[src/rtl/voice_mix_scheduler.sv]
// Shares one phase-step/sine lookup datapath across NUM_VOICES chord voices per sample request,
// accumulating the returned samples into one scaled, saturated 16-bit mixed sample.
module voice_mix_scheduler #(
   parameter int NUM_VOICES = 4,
   parameter int VIDX_W     = 2,
   parameter int MIX_SHIFT  = 2,
   parameter int TIMEOUT    = 15,
   parameter int TO_W       = 4
) (
   input  logic                     clk,
   input  logic                     reset,
   input  logic                     generate_next_sample,
   input  logic                     play_enable,
   input  logic [NUM_VOICES-1:0]    voice_active,
   output logic                     lookup_req,
   output logic [VIDX_W-1:0]        lookup_voice,
   input  logic                     lookup_valid,
   input  logic signed [15:0]       lookup_sample,
   output logic signed [15:0]       sample_out,
   output logic                     new_sample_ready,
   output logic                     overrun,
   output logic                     lookup_fault
);

   localparam int ACC_W = 16 + VIDX_W + 1;
   localparam logic signed [ACC_W-1:0] SAT_MAX = ACC_W'(32767);
   localparam logic signed [ACC_W-1:0] SAT_MIN = ACC_W'(-32768);
   localparam logic [VIDX_W-1:0]       LAST_IDX = VIDX_W'(NUM_VOICES - 1);
   localparam logic [TO_W-1:0]         TO_LAST  = TO_W'(TIMEOUT - 1);

   typedef enum logic [2:0] {
      IDLE  = 3'd0,
      SCAN  = 3'd1,
      ISSUE = 3'd2,
      WAIT  = 3'd3,
      DONE  = 3'd4
   } state_t;

   state_t                   state_r, state_s;
   logic [VIDX_W-1:0]        idx_r, idx_s;
   logic signed [ACC_W-1:0]  acc_r, acc_s;
   logic [TO_W-1:0]          to_cnt_r, to_cnt_s;
   logic                     lookup_req_r, lookup_req_s;
   logic [VIDX_W-1:0]        lookup_voice_r, lookup_voice_s;
   logic signed [15:0]       sample_out_r, sample_out_s;
   logic                     new_sample_ready_r, new_sample_ready_s;
   logic                     overrun_r, overrun_s;
   logic                     lookup_fault_r, lookup_fault_s;
   logic                     voice_live_s;
   logic                     last_voice_s;
   logic signed [ACC_W-1:0]  acc_shifted_s;
   logic signed [ACC_W-1:0]  sample_ext_s;

   function automatic logic signed [15:0] sat16(input logic signed [ACC_W-1:0] v);
      if (v > SAT_MAX) begin
         return 16'sh7FFF;
      end else if (v < SAT_MIN) begin
         return 16'sh8000;
      end else begin
         return v[15:0];
      end
   endfunction

   assign voice_live_s  = voice_active[idx_r] & play_enable;
   assign last_voice_s  = (idx_r == LAST_IDX);
   assign acc_shifted_s = acc_r >>> MIX_SHIFT;
   assign sample_ext_s  = {{(ACC_W-16){lookup_sample[15]}}, lookup_sample};

   // Next-state and next-output logic; outputs are computed one cycle ahead and registered.
   always_comb begin
      state_s            = state_r;
      idx_s              = idx_r;
      acc_s              = acc_r;
      to_cnt_s           = to_cnt_r;
      lookup_req_s       = 1'b0;
      lookup_voice_s     = lookup_voice_r;
      sample_out_s       = sample_out_r;
      new_sample_ready_s = 1'b0;
      overrun_s          = overrun_r | (generate_next_sample & (state_r != IDLE));
      lookup_fault_s     = lookup_fault_r;
      case (state_r)
         IDLE: begin
            if (generate_next_sample) begin
               acc_s   = '0;
               idx_s   = '0;
               state_s = SCAN;
            end else begin
               state_s = IDLE;
            end
         end
         SCAN: begin
            if (voice_live_s) begin
               lookup_req_s   = 1'b1;
               lookup_voice_s = idx_r;
               state_s        = ISSUE;
            end else if (last_voice_s) begin
               state_s = DONE;
            end else begin
               idx_s   = idx_r + VIDX_W'(1);
               state_s = SCAN;
            end
         end
         ISSUE: begin
            to_cnt_s = '0;
            state_s  = WAIT;
         end
         WAIT: begin
            // A result landing on the final timeout cycle still counts as a valid answer.
            if (lookup_valid || (to_cnt_r == TO_LAST)) begin
               if (lookup_valid) begin
                  acc_s = acc_r + sample_ext_s;
               end else begin
                  lookup_fault_s = 1'b1;
               end
               if (last_voice_s) begin
                  state_s = DONE;
               end else begin
                  idx_s   = idx_r + VIDX_W'(1);
                  state_s = SCAN;
               end
            end else begin
               to_cnt_s = to_cnt_r + TO_W'(1);
               state_s  = WAIT;
            end
         end
         DONE: begin
            sample_out_s       = sat16(acc_shifted_s);
            new_sample_ready_s = 1'b1;
            state_s            = IDLE;
         end
         default: begin
            state_s = IDLE;
         end
      endcase
   end

   // State and output registers.
   always_ff @(posedge clk or posedge reset) begin
      if (reset) begin
         state_r            <= IDLE;
         idx_r              <= '0;
         acc_r              <= '0;
         to_cnt_r           <= '0;
         lookup_req_r       <= 1'b0;
         lookup_voice_r     <= '0;
         sample_out_r       <= 16'sd0;
         new_sample_ready_r <= 1'b0;
         overrun_r          <= 1'b0;
         lookup_fault_r     <= 1'b0;
      end else begin
         state_r            <= state_s;
         idx_r              <= idx_s;
         acc_r              <= acc_s;
         to_cnt_r           <= to_cnt_s;
         lookup_req_r       <= lookup_req_s;
         lookup_voice_r     <= lookup_voice_s;
         sample_out_r       <= sample_out_s;
         new_sample_ready_r <= new_sample_ready_s;
         overrun_r          <= overrun_s;
         lookup_fault_r     <= lookup_fault_s;
      end
   end

   assign lookup_req       = lookup_req_r;
   assign lookup_voice     = lookup_voice_r;
   assign sample_out       = sample_out_r;
   assign new_sample_ready = new_sample_ready_r;
   assign overrun          = overrun_r;
   assign lookup_fault     = lookup_fault_r;

endmodule

[config.mk]
export PLATFORM = sky130hd
export DESIGN_NAME = voice_mix_scheduler
export DESIGN_NICKNAME = d
export VERILOG_FILES = /design/src/rtl/voice_mix_scheduler.sv
export SDC_FILE = /design/constraint.sdc
export NUM_CORES = 1
export LEC_CHECK = 0
export BUFFER_PORTS_ARGS = -buffer_cell sky130_fd_sc_hd__buf_2
export CAP_MARGIN = 0
export CORE_ASPECT_RATIO = 1.4
export CORE_MARGIN = 5
export CORE_UTILIZATION = 57
export CTS_CLUSTER_SIZE = 16
export DETAILED_ROUTE_END_ITERATION = 7
export PLACE_DENSITY = 0.8
export SETUP_SLACK_MARGIN = 0.05
export SKIP_LAST_GASP = 1
export SLEW_MARGIN = 5
export SYNTH_ARGS = -nofsm -noshare
export SYNTH_HDL_FRONTEND = slang
export SYNTH_SLANG_ARGS = --single-unit
[constraint.sdc]
create_clock -name clk -period 3.3 [get_ports clk]
set_input_delay 0 -clock clk [delete_from_list [all_inputs] [get_ports clk]]
set_output_delay 0 -clock clk [all_outputs]
set_load 0.02 [all_outputs]
== Word level (Yosys, flattened, before mapping) ==
Cells that the tools add are included.

* Bits in registers: 50
* Bits of input ports: 25
* Output and inout bits: 22
* Logic and storage cells: 65

* $add $sub $neg: 3
* Magnitude comparators: 3
* Equality and inequality tests: 11
* Muxes and demuxes: 23
* Bitwise gates (word level): 4
* Reduce and logical (&&, ||, !) cells: 11

{| class="wikitable"
|+ Operator list
! operator !! count
|-
| 19-bit two-way mux || 3
|-
| 19-bit case mux with 2 select lines || 1
|-
| 16-bit two-way mux || 2
|-
| 19-bit by 16-bit adder with 19-bit output || 1
|-
| 17-bit by 16-bit > comparator with 1-bit output, second input constant || 1
|-
| 17-bit by 16-bit < comparator with 1-bit output, second input constant || 1
|-
| 3-bit case mux with 4 select lines || 1
|-
| 2-bit inequality test, second input constant || 5
|-
| 3-bit two-way mux || 3
|-
| 2-bit two-way mux || 4
|-
| 4-bit case mux with 2 select lines || 1
|-
| 4-bit AND reduction || 2
|-
| 3-bit by 2-bit equality test with 1-bit output, second input constant || 2
|-
| 2-bit case mux with 3 select lines || 1
|-
| 3-bit nonzero test || 2
|-
| 1-bit two-way mux || 5
|-
| 4-bit by 1-bit adder with 4-bit output, second input constant || 1
|-
| 4-bit equality test, second input constant || 1
|-
| 4-bit two-way mux || 1
|-
| 2-bit AND reduction || 2
|-
| 2-bit nonzero test || 2
|-
| 3-bit by 1-bit equality test with 1-bit output, second input constant || 1
|-
| 3-bit equality test, second input constant || 1
|-
| 3-bit logical NOT || 1
|-
| other kinds (9) || 10
|}

== Depth between registers and ports, before layout ==
Gate-level depths: netlist of run 1.

* Word-level depth: 5
* Mapped depth: 9
* Depth with buffers taken out: 9

== Least setup slack after synthesis of run 1 ==
No wires, ideal clock.

* Path kind: reg2reg
* Start: reg acc_r[0]
* End: reg acc_r[16]
* Arrival: 2285 ps
* Data required time: 3176 ps
* Setup slack: 891 ps
* Stages on the path, launching flop included: 10
* Path buffers: 0
* Clock period less this slack: 2409 ps
* Cells stage by stage: dfrtp_1 ha_1 fa_1 a211o_1 a211oi_2 o31a_1 o21ai_2 a221oi_2 xor2_1 o21ai_1

* Cells in the longest elaborated chain, start to end: 4

{| class="wikitable"
|+ Ends and longest elaborated chain
! element !! RTL line !! source
|-
| start: declaration || 41 || <nowiki>logic signed [ACC_W-1:0] acc_r, acc_s;</nowiki>
|-
| start signal: assignment || 153 || <nowiki>acc_r <= acc_s;</nowiki>
|-
| 19-bit by 16-bit adder with 19-bit output || 111 || <nowiki>acc_s = acc_r + sample_ext_s;</nowiki>
|-
| 19-bit two-way mux || 110 || <nowiki>if (lookup_valid) begin</nowiki>
|-
| 19-bit two-way mux || 109 || <nowiki>if (lookup_valid || (to_cnt_r == TO_LAST)) begin</nowiki>
|-
| 19-bit case mux with 2 select lines || 81 || <nowiki>case (state_r)</nowiki>
|}

Every way passes these cells. The select of a mux whose other input is x is not followed.
A chain may end at the register's enable or synchronous reset.

== Final worst setup path of run 1 ==
Ends and elaborated chain as after synthesis.

==> impl_metrics.py, run 1 <==
metrics = {
    "status": {
        "status": "complete, no violations",
    },
    "timing": {
        "worst_pin_slew_ps": 1070,
        "tns_ps": 0,
        "hold_viol_final": 0,
        "finalCritPeriodShare_pct": 77.6,
        "setup_slack_ps": 740,
        "clock_skew_ps": 4.20,
        "rsz0062_at_grt": "false",
        "relSlewSlack_pct": 28.6,
        "slew_viol_final": 0,
        "finalSetupViolCount": 0,
        "fmax_mhz": 391,
        "finalCriticalPeriod_ps": 2560,
    },
    "power": {
        "power.leakage_nw": 1.66,
        "power_frac_clock_pct": 14.4,
        "switchingPower_mw": 1.33,
        "p_int_mw": 1.73,
        "p_seq_share_pct": 34.6,
        "switching_share_pct": 43.6,
        "powerDensity_nw_per_um2": 906,
        "max-vdd-ir-drop_mv": 0.413,
        "comb_power_share_pct": 51.0,
    },
    "clock_tree": {
        "cts_resized": 0,
        "cts_max_path_buffers": 2,
        "root_buffer": "clkbuf_8",
        "clkSinkCount": 50,
        "htreeDepth": 2,
        "cts_hold_buf": 1,
        "cts.clk_slew.worst_paths_ps": 90,
        "post_cts_buffers": 0,
        "cts_tree": "built",
        "numCtsBuffers": 5,
        "clk_latency_ps": 300,
    },
    "critical_path": {
        "r2r.worst_path.cells": 9,
        "reg2reg_to": "acc_r[16]",
        "r2r-start": "acc_r[0]",
        "cp.arrival_ps": 2740,
        "cp.required_ps": 3480,
        "reg2reg_slack_ps": 740,
        "cpPeakStageDelay_ps": 420,
        "cp_slowest_cell": "fa_1",
        "cp-start-kind": "flop",
        "path_cells": "ha_1 -> fa_1 -> a211o_1 -> a211oi_2 -> o31a_1 -> o21ai_2 -> a221oi_2 -> xor2_1 -> o21ai_1",
        "cp_max_fo": 3,
        "crit_path_end_kind": "flop",
        "critPathKind": "flop to flop",
    },
    "layout": {
        "seq_area_um2": 1250,
        "antennaDiodeCount": 0,
        "final_area_um2": 3380,
        "area_growth_pct": 12.9,
        "nFillCells": 444,
        "drive_above_1_share_pct": 17.1,
        "multi_input_area_um2": 1670,
        "final_nets": 415,
    },
    "floorplan": {
        "die_w_um": 71.2,
        "rows": 31,
        "die_h_um": 95.7,
        "initial_utilization_pct": 58.0,
        "die-area_um2": 6820,
        "core_area_um2": 5160,
        "io_pins": 47,
    },
    "logic_synthesis": {
        "async_reset_ff_share_pct": 100,
        "synth_common_cells": "nand2_1 (57), dfrtp_1 (50), o21ai_0 (39)",
        "synth_edf_count": 0,
        "yosysMostFrequentCell": "nand2_1",
        "yosys_warnings": 0,
        "syn_area_per_cell_um2": 9.18,
        "synth_seq_cells": 50,
        "yosysTopAreaCell": "dfrtp_1",
        "synth-seq-area-share_pct": 41.8,
        "synthFlopType": "dfrtp_1",
        "synth_top_area_share_pct": 41.8,
        "syn_inst": 326,
        "ys_types": 52,
        "synthTopCellsByArea": "dfrtp_1 (42%), ha_1 (8.8%), nand2_1 (7.1%)",
        "syn_nets": 373,
        "synth_area_um2": 2990,
    },
    "worst_hold_path": {
        "whs_path_depth": 3,
        "holdPathEnd": "overrun",
        "worstHoldPathType": "primary input to flop",
        "hp-start": "generate_next_sample",
    },
    "routing": {
        "drt_wl_total_mm": 6.61,
        "vias": 2491,
        "wl_per_cell_um": 15.2,
        "via_per_inst": 5.74,
        "drt_iter0_drc": 83,
        "antenna_left": 0,
        "drc_errors": 0,
        "drt_pass1_iterations": 4,
    },
    "job": {
        "max_cap_viol_count": 0,
    },
    "global_route": {
        "grt_pass1_vias": 2503,
        "antenna_found_initial": 0,
        "grt_pass1_wl_mm": 11.3,
        "global_route.usage.total_pct": 20.6,
        "overflow": 0,
        "grt_max_degree": 51,
    },
    "placed_design": {
        "dp_hpwl_mm": 5.05,
        "numPortBuffers": 46,
        "dpl_worst_slack_ps": 736,
        "gp_congestion": 0.904,
        "postPlaceCellArea_um2": 3260,
    },
}
power groups by stage:
stage | Clock [mW] | Sequential (mW) | Combinational [mW]
after floorplan | 0 | 1.08 | 1.16
after global placement | 0 | 1.06 | 1.52
after detailed placement | 0 | 1.07 | 1.56
after CTS | 0.447 | 1.06 | 1.57
after global routing | 0.470 | 1.09 | 1.76
final | 0.442 | 1.06 | 1.56
worst max-delay path, delay by kind of cell (launching register included):
kind	cells	cell delay, ps
AOI/OAI and AO/OA	6	1260
adders and majority gates	2	630
DFF	1	390
xor gates and xnor gates	1	170
per-layer routing:
| layer | share of wire [%] | routed length, µm | track usage, % | vias up |
|---|---|---|---|---|
| met5 | 0 | 0 | 0 | - |
| met4 | 1.5 | 96 | 8.15 | 0 |
| met3 | 4.1 | 273 | 3.76 | 8 |
| met2 | 52 | 3440 | 36.6 | 53 |
| met1 | 42 | 2800 | 24.6 | 1183 |
| li1 | - | - | - | 1247 |
through the flow:
stage / instances / utilization [%] / hold slack (ps) / power [mW]
4_1_cts: 434 / 65.5 / 1.30 / 3.07
3_3_place_gp: 426 / 63.1 / 276 / 2.57
6_report: 434 / 65.5 / 3.32 / 3.06
5_1_grt: 434 / 65.5 / 13.1 / 3.33
2_1_floorplan: 326 / - / 137 / 2.25
3_5_place_dp: 426 / 63.1 / 313 / 2.63
how the worst max path moves through the flow:
| stage | startpoint | to | slack (ps) | cells past startpoint |
|---|---|---|---|---|
| 2_1_floorplan | acc_r[0] | acc_r[16] | 890 | 9 |
| 3_3_place_gp | acc_r[0] | acc_r[16] | 770 | 9 |
| 3_5_place_dp | acc_r[0] | acc_r[16] | 740 | 9 |
| 4_1_cts | acc_r[0] | acc_r[16] | 720 | 9 |
| 5_1_grt | acc_r[0] | acc_r[16] | 520 | 9 |
| 6_report | acc_r[0] | acc_r[16] | 740 | 9 |
state kept, by name, indices dropped and copies added, names as in the netlist:
register and cells:
idx_r 2, new_sample_ready 1, sample_out 16, lookup_req 1
acc_r 19, lookup_voice 2, to_cnt_r 4, overrun 1
lookup_fault 1, state_r 3
cell usage in the layout, fill, tap and decap left out, drive strengths merged, types with 4 or more instances in the layout:
cell | synthesis | routed
xnor2 | 8 | 8
buf | 1 | 46
dfrtp | 50 | 50
nand3 | 9 | 9
nor2 | 15 | 15
nor2b | 4 | 4
nand4 | 4 | 4
inv | 6 | 6
xor2 | 9 | 9
nand2 | 57 | 57
a21o | 8 | 8
nand2b | 7 | 7
ha | 21 | 21
nor3 | 4 | 4
a21oi | 18 | 18
o21ai | 53 | 53
clkbuf | 11 | 6
kinds of logic after synthesis:
| group | Yosys count | share of synthesized area, % |
|---|---|---|
| and+or+nand+nor | 111 | 17.6 |
| AOI/OAI and AO/OA | 102 | 21.2 |
| DFF | 50 | 41.8 |
| adders and majority gates | 23 | 9.78 |
| buffers and inverters | 18 | 2.42 |
| xor gates and xnor gates | 17 | 4.98 |
| muxes | 5 | 2.22 |
final cells by class:
class | instances | area share, %
clock inverters | 1 | 0.889
clock buffers | 6 | 2.44
repair buffers | 47 | 7.11
well taps | 66 | 2.44
multi-input cells | 258 | 49.4
inverters | 6 | 0.667
flip-flops and latches | 50 | 37.0
Note: power is estimated with default switching activity, not from simulation.
==> inputs of run 2 (changes only) <==
--- a/config.mk
+++ b/config.mk
@@ -9,10 +9,10 @@
 export CAP_MARGIN = 0
 export CORE_ASPECT_RATIO = 1.4
 export CORE_MARGIN = 5
-export CORE_UTILIZATION = 57
+export CORE_UTILIZATION = 51
 export CTS_CLUSTER_SIZE = 16
 export DETAILED_ROUTE_END_ITERATION = 7
-export PLACE_DENSITY = 0.8
+export PLACE_DENSITY = 0.76
 export SETUP_SLACK_MARGIN = 0.05
 export SKIP_LAST_GASP = 1
 export SLEW_MARGIN = 5
==> constraint.sdc (replaced) <==
create_clock -name clk -period 2.23 [get_ports clk]
set_input_delay 0 -clock clk [delete_from_list [all_inputs] [get_ports clk]]
set_output_delay 0 -clock clk [all_outputs]
set_load 0.02 [all_outputs]
==> run 2 against run 1 <==
The flow now finishes with violations (setup timing). Critical path depth stayed put. Via count rose by 3.3%. Utilization down 2.3 points. Die area rose by 10%. Setup slack got worse by 870 ps. Clock-buffer cell count is 1 lower. Final area increased by 8.1%. Combinational power increased by 71%. Cell count is 6.7% higher. Largest cell class unchanged.
==> impl_metrics.py, run 2 (synthesis gave the netlist of run 1 again) <==
metrics = {
    "layout": {
        "final_common_cell": "nand2_1",
        "largest_reg_flops": 19,
        "drive_above_1_share_pct": 25.7,
        "regMostFlops": "acc_r",
        "final_area_um2": 3650,
        "area_growth_pct": 22.0,
        "final_nets": 439,
        "mostFrequentLayoutCells": "nand2_1 (57), dfrtp_1 (50), buf_2 (46)",
        "antennaDiodeCount": 0,
    },
    "placed_design": {
        "numPortBuffers": 46,
        "postPlaceCellArea_um2": 3430,
        "gp_congestion": 0.892,
        "dp_hpwl_mm": 5.45,
    },
    "floorplan": {
        "rows": 33,
        "io_pins": 47,
        "initial_utilization_pct": 51.8,
        "core_area_um2": 5780,
        "die_w_um": 74.7,
        "die-area_um2": 7520,
        "die_h_um": 101,
    },
    "routing": {
        "drc_errors": 0,
        "drt_pass1_iterations": 4,
        "vias": 2573,
        "wl_per_cell_um": 15.0,
        "via_per_inst": 5.56,
        "antenna_left": 0,
        "drt_wl_total_mm": 6.97,
        "drt_iter0_drc": 108,
    },
    "timing": {
        "setup_slack_ps": -126,
        "finalCriticalPeriod_ps": 2360,
        "finalCritPeriodShare_pct": 106,
        "slew_viol_final": 0,
        "relSlewSlack_pct": 53.5,
        "rsz0062_at_grt": "true",
        "worst_pin_slew_ps": 697,
        "fmax_mhz": 424,
        "clock_skew_ps": 4.57,
        "finalSetupViolCount": 2,
        "hold_viol_final": 0,
    },
    "critical_path": {
        "crit_path_end_kind": "flop",
        "cp.required_ps": 2430,
        "cp.arrival_ps": 2560,
        "r2r.worst_path.cells": 9,
        "cp_slowest_cell": "dfrtp_1",
        "cp_max_fo": 2,
        "r2r-start": "acc_r[0]",
        "cp-start-kind": "flop",
        "reg2reg_slack_ps": -130,
        "path_cells": "ha_2 -> fa_2 -> a211o_1 -> a211oi_2 -> o31a_1 -> o21ai_2 -> a221oi_2 -> xor2_1 -> o21ai_1",
        "crit_family": "compound AO/OA/AOI/OAI gates",
        "cpPeakStageDelay_ps": 400,
        "startpoint": "acc_r[0]",
        "cp.depth": 9,
        "cp_num_buf_inv": 0,
        "critPathKind": "flop to flop",
    },
    "power": {
        "powerDensity_nw_per_um2": 1330,
        "max-vdd-ir-drop_mv": 0.686,
        "power.leakage_nw": 1.78,
        "p_total_mw": 4.87,
    },
    "global_route": {
        "use_met1_pct": 24.6,
        "grt_pass1_vias": 2612,
        "overflow": 0,
        "grt_pass1_wl_mm": 11.9,
        "met3_usage_pct": 2.50,
        "grt_max_degree": 34,
        "grt_busiest_layer": "met2",
        "grt_use_met2_pct": 35.7,
        "global_route.usage.total_pct": 20.0,
        "antenna_found_initial": 0,
    },
    "clock_tree": {
        "htreeDepth": 2,
        "numCtsBuffers": 5,
        "root_buffer": "clkbuf_8",
        "cts_tree": "built",
        "clkSinkCount": 50,
        "cts.clk_slew.worst_paths_ps": 90,
        "clk_latency_ps": 310,
        "cts_max_path_buffers": 2,
    },
    "worst_hold_path": {
        "hp-start": "lookup_valid",
        "worstHoldPathType": "primary input to flop",
        "whs_path_depth": 3,
    },
    "status": {
        "status": "complete, but fails checks",
        "violations": "setup timing",
    },
    "job": {
        "max_cap_viol_count": 0,
    },
}
==> run 2: changes by cell type in the layout (fill, tap and decap cells not counted), moves of 2 or more <==
cell and change:
ha_1 -4, ha_2 +3, a21oi_1 -4, buf_4 +22, a21oi_2 +3, clkinvlp_4 +2
==> run 2: worst paths after layout <==
check / end
worst min-delay path: acc_r[14]
max in group asynchronous: acc_r[2]
worst max-delay path: acc_r[16]
worst max register to register: acc_r[16]
worst min register to register: lookup_fault
min in group asynchronous: sample_out[15]
==> run 2: final cells by class <==
class                   count  area (µm²)
inverters                   6        22.5
flip-flops and latches     50        1250
fillers                   481        2130
repair buffers             71         435
multi-input cells         258        1740
well taps                  70        87.6
clock inverters             3        45.0
clock buffers               5        68.8
==> run 2: repair_timing <==
item / in CTS / in global routing
buffers inserted: 2 / 0
endpoints found under the hold margin: 32 / 0
resized for setup: 3 / 11
endpoints found under the setup margin: 5 / 9
pin swaps: 3 / 5
hold buffers: 2 / 0
==> run 2: stage by stage <==
stage          setup slack (ps)  hold WS, ps  std cells  setup TNS [ps]  util (%)
6_report                   -126         82.3        463            -193      63.2
5_1_grt                    -210         84.5        463            -547      63.2
4_1_cts                    -131         70.5        463            -222      62.2
3_5_place_dp               -154          152        451            -316      59.4
3_3_place_gp              -94.6          138        451            -121      59.4
2_1_floorplan             -11.3          137        326           -11.3         -
==> run 2: routing by layer <==
| layer | routed length [µm] | up-vias |
|---|---|---|
| li1 | - | 1288 |
| met1 | 2850 | 1213 |
| met2 | 3720 | 63 |
| met3 | 279 | 9 |
| met4 | 109 | 0 |
| met5 | 0 | - |
==> run 2: worst reg2reg max path, delay by kind of cell (launching register included) <==
kind / cells / cell delay, ps
XOR/XNOR: 1 / 180
adder cells (fa/ha/maj): 2 / 530
flip-flops: 1 / 400
AO/OA/AOI/OAI: 6 / 1150
==> run 2: report_power, final <==
part	switching [mW]	leakage (nW)	internal [mW]	total (mW)
clock	0.317	0.0504	0.334	0.651
sequential	0.320	0.660	1.24	1.56
combinational	1.48	1.07	1.18	2.66
